## src/rtl/iopad_in_cond.sv

```systemverilog
// Pad-side conditioning for one bidirectional GPIO: registered transmit controls,
// receive synchronizer, length-programmable glitch filter, edge pulses, glitch counter.
module iopad_in_cond #(
  parameter int SYNC_STAGES = 2,
  parameter int FILT_W      = 4
) (
  input  logic              clk,
  input  logic              rst_n,
  input  logic              oe,
  input  logic              dout,
  input  logic              pu_en,
  input  logic [FILT_W-1:0] filt_len,
  input  logic              glitch_clr,
  input  logic              pad_c,
  output logic              pad_i,
  output logic              pad_oen,
  output logic              pad_ren,
  output logic              din,
  output logic              rise_p,
  output logic              fall_p,
  output logic [7:0]        glitch_cnt
);

  logic                   pad_i_q, pad_oen_q, pad_ren_q;
  logic [SYNC_STAGES-1:0] sync_q;
  logic                   din_q, din_d;
  logic                   din_dly_q;
  logic [FILT_W-1:0]      cnt_q, cnt_d;
  logic                   rise_q, rise_d;
  logic                   fall_q, fall_d;
  logic [7:0]             glitch_q, glitch_d;
  logic                   glitch_hit;
  logic                   frozen;
  logic                   s;

  always_ff @(posedge clk or negedge rst_n) begin
    if (!rst_n) begin
      pad_i_q   <= 1'b0;
      pad_oen_q <= 1'b1;
      pad_ren_q <= 1'b0;
    end else begin
      pad_i_q   <= dout;
      pad_oen_q <= ~oe;
      pad_ren_q <= ~pu_en;
    end
  end

  // pad_c lands directly in the first flop; nothing combinational before it.
  always_ff @(posedge clk or negedge rst_n) begin
    if (!rst_n) begin
      sync_q <= '0;
    end else begin
      sync_q <= {sync_q[SYNC_STAGES-2:0], pad_c};
    end
  end

  assign s      = sync_q[SYNC_STAGES-1];
  assign frozen = ~pad_oen_q;

  // '>=' lets a shortened filt_len release a count already past the new limit.
  always_comb begin
    din_d      = din_q;
    cnt_d      = cnt_q;
    glitch_hit = 1'b0;
    if (frozen) begin
      cnt_d = '0;
    end else if (s == din_q) begin
      cnt_d      = '0;
      glitch_hit = (cnt_q != '0);
    end else if (cnt_q < filt_len) begin
      cnt_d = cnt_q + 1'b1;
    end else begin
      din_d = s;
      cnt_d = '0;
    end
  end

  always_comb begin
    rise_d = ~frozen & din_q & ~din_dly_q;
    fall_d = ~frozen & ~din_q & din_dly_q;
  end

  always_comb begin
    glitch_d = glitch_q;
    if (glitch_clr) begin
      glitch_d = 8'd0;
    end else if (glitch_hit && (glitch_q != 8'hFF)) begin
      glitch_d = glitch_q + 8'd1;
    end
  end

  always_ff @(posedge clk or negedge rst_n) begin
    if (!rst_n) begin
      din_q     <= 1'b0;
      din_dly_q <= 1'b0;
      cnt_q     <= '0;
      rise_q    <= 1'b0;
      fall_q    <= 1'b0;
      glitch_q  <= 8'd0;
    end else begin
      din_q     <= din_d;
      din_dly_q <= din_q;
      cnt_q     <= cnt_d;
      rise_q    <= rise_d;
      fall_q    <= fall_d;
      glitch_q  <= glitch_d;
    end
  end

  assign pad_i      = pad_i_q;
  assign pad_oen    = pad_oen_q;
  assign pad_ren    = pad_ren_q;
  assign din        = din_q;
  assign rise_p     = rise_q;
  assign fall_p     = fall_q;
  assign glitch_cnt = glitch_q;

endmodule

```

## config.mk

```make
export PLATFORM = sky130hd
export DESIGN_NAME = iopad_in_cond
export DESIGN_NICKNAME = d
export VERILOG_FILES = /design/src/rtl/iopad_in_cond.sv
export SDC_FILE = /design/constraint.sdc
export NUM_CORES = 1
export LEC_CHECK = 0
export CAP_MARGIN = 20
export CORE_MARGIN = 5
export CORE_UTILIZATION = 35
export DETAILED_ROUTE_END_ITERATION = 16
export PLACE_DENSITY_LB_ADDON = 0.3
export SKIP_CTS_REPAIR_TIMING = 1
export SLEW_MARGIN = 20
export SYNTH_ARGS = -nofsm -noshare
export SYNTH_HDL_FRONTEND = slang
export SYNTH_SLANG_ARGS = --single-unit
```

## constraint.sdc

```tcl
create_clock -name clk -period 2.3 [get_ports clk]
set_clock_uncertainty 0.2 [all_clocks]
set_input_delay 0.23 -clock clk [delete_from_list [all_inputs] [get_ports clk]]
set_output_delay 0.23 -clock clk [all_outputs]
set_load 0.02 [all_outputs]
```

Word level (Yosys, flattened, before mapping)

Cells that the tools add are included.

Flip-flop bits (word level): 21
Bits of input ports: 11
Output and inout bits: 14
Word-level logic and storage cells: 36

Add/subtract/negate cells: 2
$lt $le $gt $ge: 1
Eq/ne operators: 2
Multiplexer cells: 7
Bitwise logic cells: 10
Reductions and logical operators: 4

Operators by type and width:

| operator                                                      | count |
|---|---|
| 8-bit 2-to-1 mux                                              | 2 |
| 4-bit 2-to-1 mux                                              | 3 |
| 8-bit by 1-bit adder with 8-bit output, second input constant | 1 |
| 8-bit != test, second input constant                          | 1 |
| 1-bit NOT                                                     | 6 |
| 4-bit by 1-bit adder with 4-bit output, second input constant | 1 |
| 1-bit bitwise AND                                             | 4 |
| 4-bit < comparator                                            | 1 |
| 4-bit nonzero test                                            | 1 |
| 3-bit AND reduction                                           | 1 |
| 1-bit 2-to-1 mux                                              | 2 |
| 2-bit nonzero test                                            | 1 |
| 1-bit equality test                                           | 1 |
| 1-bit logical AND                                             | 1 |

Longest topological paths before layout

Depth in word-level cells: 6
Mapped depth: 6
Gate-level depth less buffers: 6

Worst setup path after synthesis

Ideal clock, no wire load.

Path kind: register -> register
Start point: reg din_q (netlist: din)
End point: reg glitch_q[7] (netlist: glitch_cnt[7])
Library setup time: 0.125 ns
Arrival time: 1.483 ns
Required time: 1.975 ns
Setup slack: 0.492 ns
Stages on the path, launching flop included: 5
Path buffers: 0
Clock period less this slack: 1.808 ns
Cell sequence: dfrtp_1 > xor2_1 > nor4_4 > nand3_1 > mux2_4

Cells in the longest elaborated chain, start to end: 5

Ends and longest elaborated chain:

| what                         | RTL line | text |
|---|---|---|
| from (decl)                  | 26       | `logic din_q, din_d;` |
| from (signal assigned)       | 101      | `din_q <= din_d;` |
| 1-bit equality test          | 67       | `end else if (s == din_q) begin` |
| 1-bit 2-to-1 mux             | 67       |  |
| 1-bit 2-to-1 mux             | 65       | `if (frozen) begin` |
| 1-bit logical AND            | 87       | `end else if (glitch_hit && (glitch_q != 8'hFF)) begin` |
| 2-bit nonzero test (no line) | --       |  |
| to (signal assigned)         | 106      | `glitch_q <= glitch_d;` |
| to (decl)                    | 31       | `logic [7:0] glitch_q, glitch_d;` |

No other way between the ends.
A chain may end at the register's enable or synchronous reset.

Worst setup path in the final report

Start point: reg pad_oen_q (netlist: pad_oen)
End point: out pad_oen

RTL lines:

| what                   | RTL line | text |
|---|---|---|
| from (decl)            | 24       | `logic pad_i_q, pad_oen_q, pad_ren_q;` |
| from (signal assigned) | 43       | `pad_oen_q <= ~oe;` |
| to (decl)              | 16       | `output logic pad_oen,` |

No word-level cell between the ends.

==> results.toml <==
[power_and_ir_drop]
p_total_uw = 875
internal_power_uw = 592
p_sw_share_pct = 32.3
power_leakage_nw = 0.577
seq_power_share_pct = 51.8
pwr-share-comb_pct = 27.9
peakVddDrop_mv = 0.455
pwr-share-clk_pct = 20.3
p_sw_uw = 283
p_per_area_nw_per_um2 = 647

[critical_path]
ff2ff_path_depth = 6
crit_type = "flip-flop to output port"
crit_fanout = 8
r2r_end = "glitch_cnt[0]"
critPathTopFamily = "flip-flops"
path_cells = "clkdlybuf4s50_1"
start_kind = "flip-flop"
critPathMaxStageDelay_ps = 630
cp.required_ps = 1870
timing.rr.start = "cnt_q[0]"
cp_slowest_cell = "dfstp_2"
crit_path_end_kind = "output port"
crit_buf_inv = 1
reg2reg_slack_ps = 330
cp.arrival_ps = 1560

[synthesis]
synth_cell_types = 33
synth_mux_area_share_pct = 4.56
synth_top_family_by_area = "simple AND/OR/NAND/NOR gates"
synth_area_um2 = 1040
syn_inst = 98
synth_seq_cells = 21
synthXorXnorAreaFrac_pct = 3.36
synthAdderAreaFrac_pct = 7.20
syn_nets = 115
yosysWarnings = 0
synth_compound_area_share_pct = 10.7
synth-seq-area-share_pct = 50.5
syn_area_per_cell_um2 = 10.6
synth_simple_gate_area_share_pct = 19.3

[timing]
period_needed_ps = 1990
hold_viol_final = 0
worst_slack_ps = 314
setup_tns_ps = 0
fmax_mhz = 503
grt_setup_unrepaired = "false"
setup_viol = 0
maxSlewHeadroom_pct = 69.5
drv_slew = 0
period_share_pct = 86.4
tightest_slew_ps = 456

[routing]
avgViaCountPerCell = 5.15
antenna_left = 0
drc_errors = 0
vias = 809
dr.first_iter.drc_count = 32
wl_um = 2030
wl_per_cell_um = 12.9
drt-pass1-iter-count = 5

[place]
routabilityCongestion = 0.726
place.port_buffers = 24
dp_hpwl_um = 1570
placed_area_um2 = 1330
placed_cells = 153
place_ws_ps = 165

[floorplan]
io_pins = 25
start_util_pct = 37.2
dieArea_um2 = 4170
die_w_um = 64.6
die_h_um = 64.6
coreArea_um2 = 2810
rows = 19

[grt]
grt_max_degree = 22
overflow = 0
grt_pass1_vias = 819
gr-usage-all-layers_pct = 11.3
antenna_found_initial = 0
grt_pass1_wl_um = 3620

[clocking]
htreeDepth = 1
clkLatencyLatePin_ps = 300
clk_path_buf_depth = 2
cts.sinks = 21
cts-root-buf = "clkbuf_4"
clkTransAtPathRegs_ps = 120
cts_made_buffers = 3
cts_tree = "done"

[layout]
fin_nets = 144
areaGrowthSynthToFinish_pct = 29.8
multiInputGateArea_um2 = 470
antenna_cells = 0
register_area_um2 = 527
fin_area_um2 = 1350
layout.cells.non_filler = 157
drive_above_1_share_pct = 8.73
fill_cells = 264

[hold_path]
hold_class = "input pin to asynchronous set/reset pin"

[run_status]
status = "finished, final reports clean"

[flow_run]
drv_cap = 0
## power groups by stage
| stage | clock network (mW) | logic, mW | registers, mW |
|---|---|---|---|
| 2_1_floorplan | 0 | 0.121 | 0.482 |
| 3_3_place_gp | 0 | 0.240 | 0.461 |
| 3_5_place_dp | 0 | 0.247 | 0.462 |
| 4_1_cts | 0.184 | 0.248 | 0.455 |
| 5_1_grt | 0.203 | 0.268 | 0.464 |
| 6_report | 0.178 | 0.244 | 0.454 |
## metal layers
| metal | routed length (um) | global-route usage [%] | vias up |
|---|---|---|---|
| met4 | 17 | 3.17 | 0 |
| met3 | 165 | 5.35 | 2 |
| met2 | 973 | 17.8 | 29 |
| met1 | 875 | 13.8 | 378 |
| li1 | - | - | 400 |
| met5 | 0 | 0 | - |
## sequential cells by signal (all words and copies together), names as in the netlist
signal      count
din_dly_q       1
pad_oen         1
pad_ren         1
rise_p          1
din             1
pad_i           1
cnt_q           4
glitch_cnt      8
sync_q          2
fall_p          1
## cells in the mapped netlist (all sizes together)
cell type / instances / share of area, %
a311oi: 1 / 0.84
or3b: 1 / 0.84
a2111oi: 1 / 1.4
xnor2: 2 / 1.7
ha: 6 / 7.2
nor4: 2 / 2.6
o2111ai: 1 / 0.84
or3: 1 / 0.60
nand4: 1 / 0.60
dfstp: 1 / 2.5
inv: 11 / 4.0
nand2b: 3 / 1.8
o21ba: 1 / 0.96
nand2: 3 / 1.1
mux2: 3 / 3.6
nand3: 7 / 3.8
dfrtp: 20 / 48
o211ai: 1 / 0.72
clkbuf: 1 / 0.36
mux2i: 1 / 0.96
nor3b: 2 / 1.4
o21a: 2 / 1.4
a31oi: 2 / 1.2
nor2: 11 / 4.0
a21oi: 2 / 0.96
nor2b: 1 / 0.60
nor3: 4 / 1.9
o21ai: 3 / 1.4
xor2: 2 / 1.7
a41oi: 1 / 0.84
## final cells by class
type,instances,area share (%)
flip-flops and latches,21,38.9
multi-input cells,65,34.8
repair buffers,25,18.3
inverters,11,3.05
well taps,31,2.87
clock buffers,3,1.67
clock inverters,1,0.370
## cells by family (layout without fill, tap and decap cells)
logic type | after synthesis | count (layout)
xor gates and xnor gates | 4 | 4
AOI/OAI and AO/OA | 15 | 15
adders and majority gates | 6 | 6
DFF | 21 | 21
buffers and inverters | 12 | 40
muxes | 4 | 4
and+or+nand+nor | 36 | 36
## placed cells by master, fill, tap and decap left out, types with 2 or more instances in the layout
cell type and instances:
clkbuf_4 3, nor2_1 11, nor3b_1 2, a21oi_1 2, clkdlybuf4s50_1 24, xnor2_1 2, xor2_1 2, o21ai_0 3
inv_1 11, dfrtp_1 20, mux2_1 2, a31oi_1 2, ha_1 6, nand2b_1 3, nor3_1 4, nand2_1 3
nand3_1 6, o21a_1 2
## how the worst max path moves through the flow
stage                      from            end  cells after the start
finish                  pad_oen        pad_oen                      1
global route           cnt_q[0]  glitch_cnt[0]                      6
CTS                     pad_oen        pad_oen                      1
detailed placement  filt_len[1]            din                      6
global placement    filt_len[1]            din                      6
floorplan                   din  glitch_cnt[7]                      4
## stage by stage
stage | util (%) | hold WS, ps
2_1_floorplan | - | -266
3_3_place_gp | 47.2 | 131
3_5_place_dp | 47.2 | 150
4_1_cts | 48.2 | 58.7
5_1_grt | 48.2 | 71.6
6_report | 48.2 | 52.8
(Power assumes the default switching activity.)
==> variant 1, RTL diff (same settings) <==
Add an input register stage for `pu_en`, with the module's reset; this delays it by one clock. The other inputs are not delayed to match.
--- a/src/rtl/iopad_in_cond.sv
+++ b/src/rtl/iopad_in_cond.sv
@@ -21,6 +21,16 @@
   output logic [7:0]        glitch_cnt
 );
 
+  logic pu_en_q;
+
+  always_ff @(posedge clk or negedge rst_n) begin
+    if (!rst_n) begin
+      pu_en_q <= '0;
+    end else begin
+      pu_en_q <= pu_en;
+    end
+  end
+
   logic                   pad_i_q, pad_oen_q, pad_ren_q;
   logic [SYNC_STAGES-1:0] sync_q;
   logic                   din_q, din_d;
@@ -41,7 +51,7 @@
     end else begin
       pad_i_q   <= dout;
       pad_oen_q <= ~oe;
-      pad_ren_q <= ~pu_en;
+      pad_ren_q <= ~pu_en_q;
     end
   end
 
Behaviour: not the same (Yosys sat finds a counterexample within 4 cycles, from zero or initial values and one cycle with rst_n low).
==> variant 1 against the original RTL <==
  * Hold slack improved by 0.039 ns
  * Setup slack got worse by 0.0069 ns
  * Clock power is 15% higher
  * Non-clock buffer count did not move
  * Critical path depth grew 5
  * Area after synthesis rose by 1.8%
  * Routed wire length fell by 4.0%
  * Utilization shrank 1.8 points
  * Total power up 6.1%
  * Design area is 2.2% higher
  * Sequential cell count increased by 1
  * Critical path type is now flip-flop to flip-flop
  * Largest cell class unchanged
==> variant 1: results (changes against the original RTL) <==
- 672 nW/um^2 — total power divided by cell area, was 647 nW/um^2
- 0.31 ns — Reg2Reg Setup Slack, was 0.33 ns
- sky130_fd_sc_hd__dfrtp_1 50%, sky130_fd_sc_hd__ha_1 7.1%, sky130_fd_sc_hd__nor2_1 4.6%, sky130_fd_sc_hd__inv_1 3.5%, sky130_fd_sc_hd__mux2i_1 2.8% — cell types with the largest area share after synthesis, was sky130_fd_sc_hd__dfrtp_1 48%, sky130_fd_sc_hd__ha_1 7.2%, sky130_fd_sc_hd__inv_1 4.0%, sky130_fd_sc_hd__nor2_1 4.0%, sky130_fd_sc_hd__nand3_1 2.9%
- 0.791 — GPL Wtd Cong, was 0.726
- 4.97 — vias per std cell, was 5.15
- 21 x sky130_fd_sc_hd__dfrtp_1, 13 x sky130_fd_sc_hd__nor2_1, 10 x sky130_fd_sc_hd__inv_1, 6 x sky130_fd_sc_hd__ha_1, 6 x sky130_fd_sc_hd__nand2_1 — most frequent cells after synthesis, was 20 x sky130_fd_sc_hd__dfrtp_1, 11 x sky130_fd_sc_hd__inv_1, 11 x sky130_fd_sc_hd__nor2_1, 6 x sky130_fd_sc_hd__ha_1, 6 x sky130_fd_sc_hd__nand3_1
- 0.125 — fraction of met1 tracks used by global routing, was 0.138
- 16 — violation count after the first detailed-routing iteration, was 32
- 113 — Synthesized Nets, was 115
- 0.609 — Max transition margin, was 0.695
- 0.0208 — met3 demand-to-capacity share in global routing, was 0.0535
- 289 — Fill cells, was 264
- 502 MHz — maximum clock frequency, was 503 MHz
- 3460 um — wire length of the first global-routing pass, was 3620 um
- 1520 um — post-detail-place hpwl, was 1570 um
- 0.520 — portion of the post-synthesis area used by sequential elements, was 0.505
- 0.424 mV — maximum vdd ir drop, was 0.455 mV
- 0.614 nW — static leakage, was 0.577 nW
- 0.179 — met2 global-route usage, was 0.178
- 0.105 — layout cell share with drive strength beyond 1, was 0.0873
- 8 — max FFs per register, unchanged
- 15 — largest net degree at the start of global routing, was 22
- 841 — via count of the first global-routing pass, was 819
- 2 — number of buffers on the longest clock path, unchanged
- 1950 um — wire length after detailed routing, was 2030 um
- 142 — layout net count, was 144
- complete, no violations — outcome, unchanged
- 4 — number of search-and-repair iterations in the first detailed-routing pass, was 5
- 1.98 ns — arrival time reported for the critical path endpoint, was 1.56 ns
- 0.104 — Global Route Usage Sum, was 0.113
==> variant 1: how the worst min path moves through the flow <==
| stage | cells past startpoint | to | slack [ns] |
|---|---|---|---|
| CTS | 1 | cnt_q[3] | 0.1 |
| global route | 1 | cnt_q[2] | 0.15 |
| global placement | 0 | sync_q[1] | 0.14 |
| detailed placement | 0 | sync_q[1] | 0.15 |
| floorplan | 0 | cnt_q[0] | -0.27 |
| finish | 1 | cnt_q[3] | 0.09 |
==> variant 1: cells by family (layout without fill, tap and decap cells) <==
family / after synthesis / after routing / share of synthesized area
fa+ha+maj: 6 / 6 / 0.0708
compound gates: 15 / 15 / 0.104
simple gates: 34 / 34 / 0.175
buf+inv: 11 / 39 / 0.0389
xor+xnor: 3 / 3 / 0.0425
mux: 5 / 5 / 0.0495
flops: 22 / 22 / 0.520
==> variant 1: power by group through the flow <==
stage	Sequential, mW	Combinational (mW)	Clock, mW
global placement	0.484	0.248	0
finish	0.476	0.249	0.204
detailed placement	0.485	0.252	0
global route	0.485	0.277	0.227
CTS	0.477	0.254	0.217
floorplan	0.507	0.131	0
==> variant 1: cell type report <==
cell class                      count  area [sq um]  area share
Sequential cell                    22           552       0.399
Multi-Input combinational cell     63           468       0.338
Timing Repair Buffer               25           248       0.179
Tap cell                           33          41.3      0.0299
Inverter                           10          37.5      0.0271
Clock buffer                        4          36.3      0.0262
==> variant 1: routing by layer <==
metal  routed length, um  vias up
met5                   0        -
met4                  19        0
met3                  86        2
met2                 954       12
met1                 890      376
li1                    -      390
==> variant 1: worst max-delay path, stage by stage, from the launching register on <==
cell	delay (ns)
sky130_fd_sc_hd__dfrtp_1	0.43
sky130_fd_sc_hd__inv_1	0.06
sky130_fd_sc_hd__ha_1	0.18
sky130_fd_sc_hd__or3b_4	0.25
sky130_fd_sc_hd__nand3_1	0.17
sky130_fd_sc_hd__nor2_1	0.25
sky130_fd_sc_hd__mux2_2	0.36
==> variant 1: through the flow <==
| step | std cells | utilization | hold WS, ns | area (sq um) | total power [mW] |
|---|---|---|---|---|---|
| 3_5_place_dp | 153 | 0.452 | 0.147 | 1350 | 0.737 |
| 5_1_grt | 157 | 0.464 | 0.148 | 1380 | 0.990 |
| 6_report | 157 | 0.464 | 0.0916 | 1380 | 0.929 |
| 4_1_cts | 157 | 0.464 | 0.0979 | 1380 | 0.947 |
| 3_3_place_gp | 153 | 0.452 | 0.137 | 1350 | 0.731 |
| 2_1_floorplan | 96 | - | -0.266 | 1060 | 0.638 |
==> variant 2, RTL diff (same flow settings) <==
Without the edit above. `FILT_W`: 4 -> 6.
--- a/src/rtl/iopad_in_cond.sv
+++ b/src/rtl/iopad_in_cond.sv
@@ -2,7 +2,7 @@
 // receive synchronizer, length-programmable glitch filter, edge pulses, glitch counter.
 module iopad_in_cond #(
   parameter int SYNC_STAGES = 2,
-  parameter int FILT_W      = 4
+  parameter int FILT_W      = 6
 ) (
   input  logic              clk,
   input  logic              rst_n,
Ports: changed (resized filt_len); port bits go from 25 to 27. No check against the original RTL was run, so the function may have changed too.
==> variant 2 against the original RTL <==
  * Setup slack got worse by 0.12 ns
  * Sequential cell count increased by 2
  * Area after synthesis increased by 14%
  * Routed wire length increased by 13%
  * Design area increased by 15%
  * Count of clock-buffer cells in the layout unchanged
  * First-iteration DRC count increased by 78%
  * Total power decreased by 12%
  * Critical path type is now flip-flop to flip-flop
  * Critical endpoint is now glitch_cnt[0]
==> variant 2: results (changes against the original RTL) <==
- complete, no violations — outcome, unchanged
- 0.683 nW — static leakage, was 0.577 nW
- glitch_cnt[0] — Crit Reg-Reg Endpoint, unchanged
- 336 — Fill cells, was 264
- 0.484 — portion of the post-synthesis area used by sequential elements, was 0.505
- 0.115 — Global Route Usage Sum, was 0.113
- 1.00 — share of flip-flops with an asynchronous set or reset, unchanged
- 0.826 — GPL Wtd Cong, was 0.726
- 995 — via count of the first global-routing pass, was 819
- 26 — IO Port Bufs, was 24
- 24 — largest net degree at the start of global routing, was 22
- 4.95 — vias per std cell, was 5.15
- 2.10 ns — arrival time reported for the critical path endpoint, was 1.56 ns
- 0.110 — layout cell share with drive strength beyond 1, was 0.0873
- sky130_fd_sc_hd__dfrtp_1 46%, sky130_fd_sc_hd__ha_1 8.4%, sky130_fd_sc_hd__inv_1 3.5%, sky130_fd_sc_hd__nor2_1 3.5%, sky130_fd_sc_hd__nand3_1 3.4% — cell types with the largest area share after synthesis, was sky130_fd_sc_hd__dfrtp_1 48%, sky130_fd_sc_hd__ha_1 7.2%, sky130_fd_sc_hd__inv_1 4.0%, sky130_fd_sc_hd__nor2_1 4.0%, sky130_fd_sc_hd__nand3_1 2.9%
- 137 — Synthesized Nets, was 115
- 1520 sq um — area post-placement, was 1330 sq um
- 22 x sky130_fd_sc_hd__dfrtp_1, 11 x sky130_fd_sc_hd__inv_1, 11 x sky130_fd_sc_hd__nor2_1, 8 x sky130_fd_sc_hd__ha_1, 8 x sky130_fd_sc_hd__nand3_1 — most frequent cells after synthesis, was 20 x sky130_fd_sc_hd__dfrtp_1, 11 x sky130_fd_sc_hd__inv_1, 11 x sky130_fd_sc_hd__nor2_1, 6 x sky130_fd_sc_hd__ha_1, 6 x sky130_fd_sc_hd__nand3_1
- 4 — number of search-and-repair iterations in the first detailed-routing pass, was 5
- 1770 um — post-detail-place hpwl, was 1570 um
- 168 — layout net count, was 144
- 37 — unique cell type count in the Yosys netlist, was 33
- 0.14 ns — clock-pin slew reported for the worst setup and hold paths after clock tree synthesis, was 0.12 ns
- sky130_fd_sc_hd__or4b_4 — critical-path cell with the highest stage delay, was sky130_fd_sc_hd__dfstp_2
- 7 — cell count of the worst reg-to-reg path, was 6
- 2290 um — wire length after detailed routing, was 2030 um
- 57 — violation count after the first detailed-routing iteration, was 32
- 0.48 ns — max incr delay on CP, was 0.63 ns
- 7 — CP max FO, was 8
- 0.489 ns — pin slew with the least headroom to its limit, was 0.456 ns
- 0.19 ns — Reg2Reg Setup Slack, was 0.33 ns
-- variant 2: per-stage QoR --
stage / cells / util / hold WS (ns) / worst slack (ns)
2_1_floorplan: 116 / - / -0.266 / 0.266
3_3_place_gp: 188 / 0.458 / 0.142 / 0.177
3_5_place_dp: 188 / 0.458 / 0.148 / 0.139
4_1_cts: 192 / 0.467 / 0.0365 / 0.127
5_1_grt: 192 / 0.470 / 0.0548 / 0.0575
6_report: 192 / 0.470 / 0.0400 / 0.194
-- variant 2: final cells by class --
| cell class | instances | area share |
|---|---|---|
| flip-flops and latches | 23 | 0.371 |
| multi-input cells | 78 | 0.360 |
| repair buffers | 30 | 0.187 |
| well taps | 46 | 0.0370 |
| inverters | 11 | 0.0265 |
| clock buffers | 3 | 0.0145 |
| clock inverters | 1 | 0.00483 |
-- variant 2: metal layers --
metal	vias to the layer above	GRT usage	wire length, um
met5	-	0	0
met4	0	0.0447	14
met3	2	0.0213	108
met2	25	0.189	1090
met1	457	0.148	1080
li1	467	-	-
-- variant 2: cell families after synthesis --
logic type / share of synthesized area
xor+xnor: 0.0367
compound gates: 0.121
mux: 0.0220
fa+ha+maj: 0.0839
buf+inv: 0.0546
simple gates: 0.198
flops: 0.484
-- variant 2: how the worst max path moves through the flow --
stage / endpoint / start
floorplan: glitch_cnt[5] / pad_oen
global placement: din / filt_len[2]
detailed placement: glitch_cnt[0] / cnt_q[0]
CTS: glitch_cnt[0] / cnt_q[0]
global route: glitch_cnt[1] / cnt_q[0]
finish: glitch_cnt[0] / cnt_q[0]
-- variant 2: power breakdown --
part | switching (mW) | internal, mW | leakage, nW
sequential | 0.0196 | 0.426 | 0.305
combinational | 0.0706 | 0.0710 | 0.363
clock | 0.120 | 0.0663 | 0.0139
-- variant 2: worst max-delay path: cells and delay by family, from the launching register on --
kind / cells / cell delay [ns]
and+or+nand+nor: 2 / 0.53
AOI/OAI and AO/OA: 2 / 0.44
DFF: 1 / 0.43
buffers and inverters: 2 / 0.26
adders and majority gates: 1 / 0.14
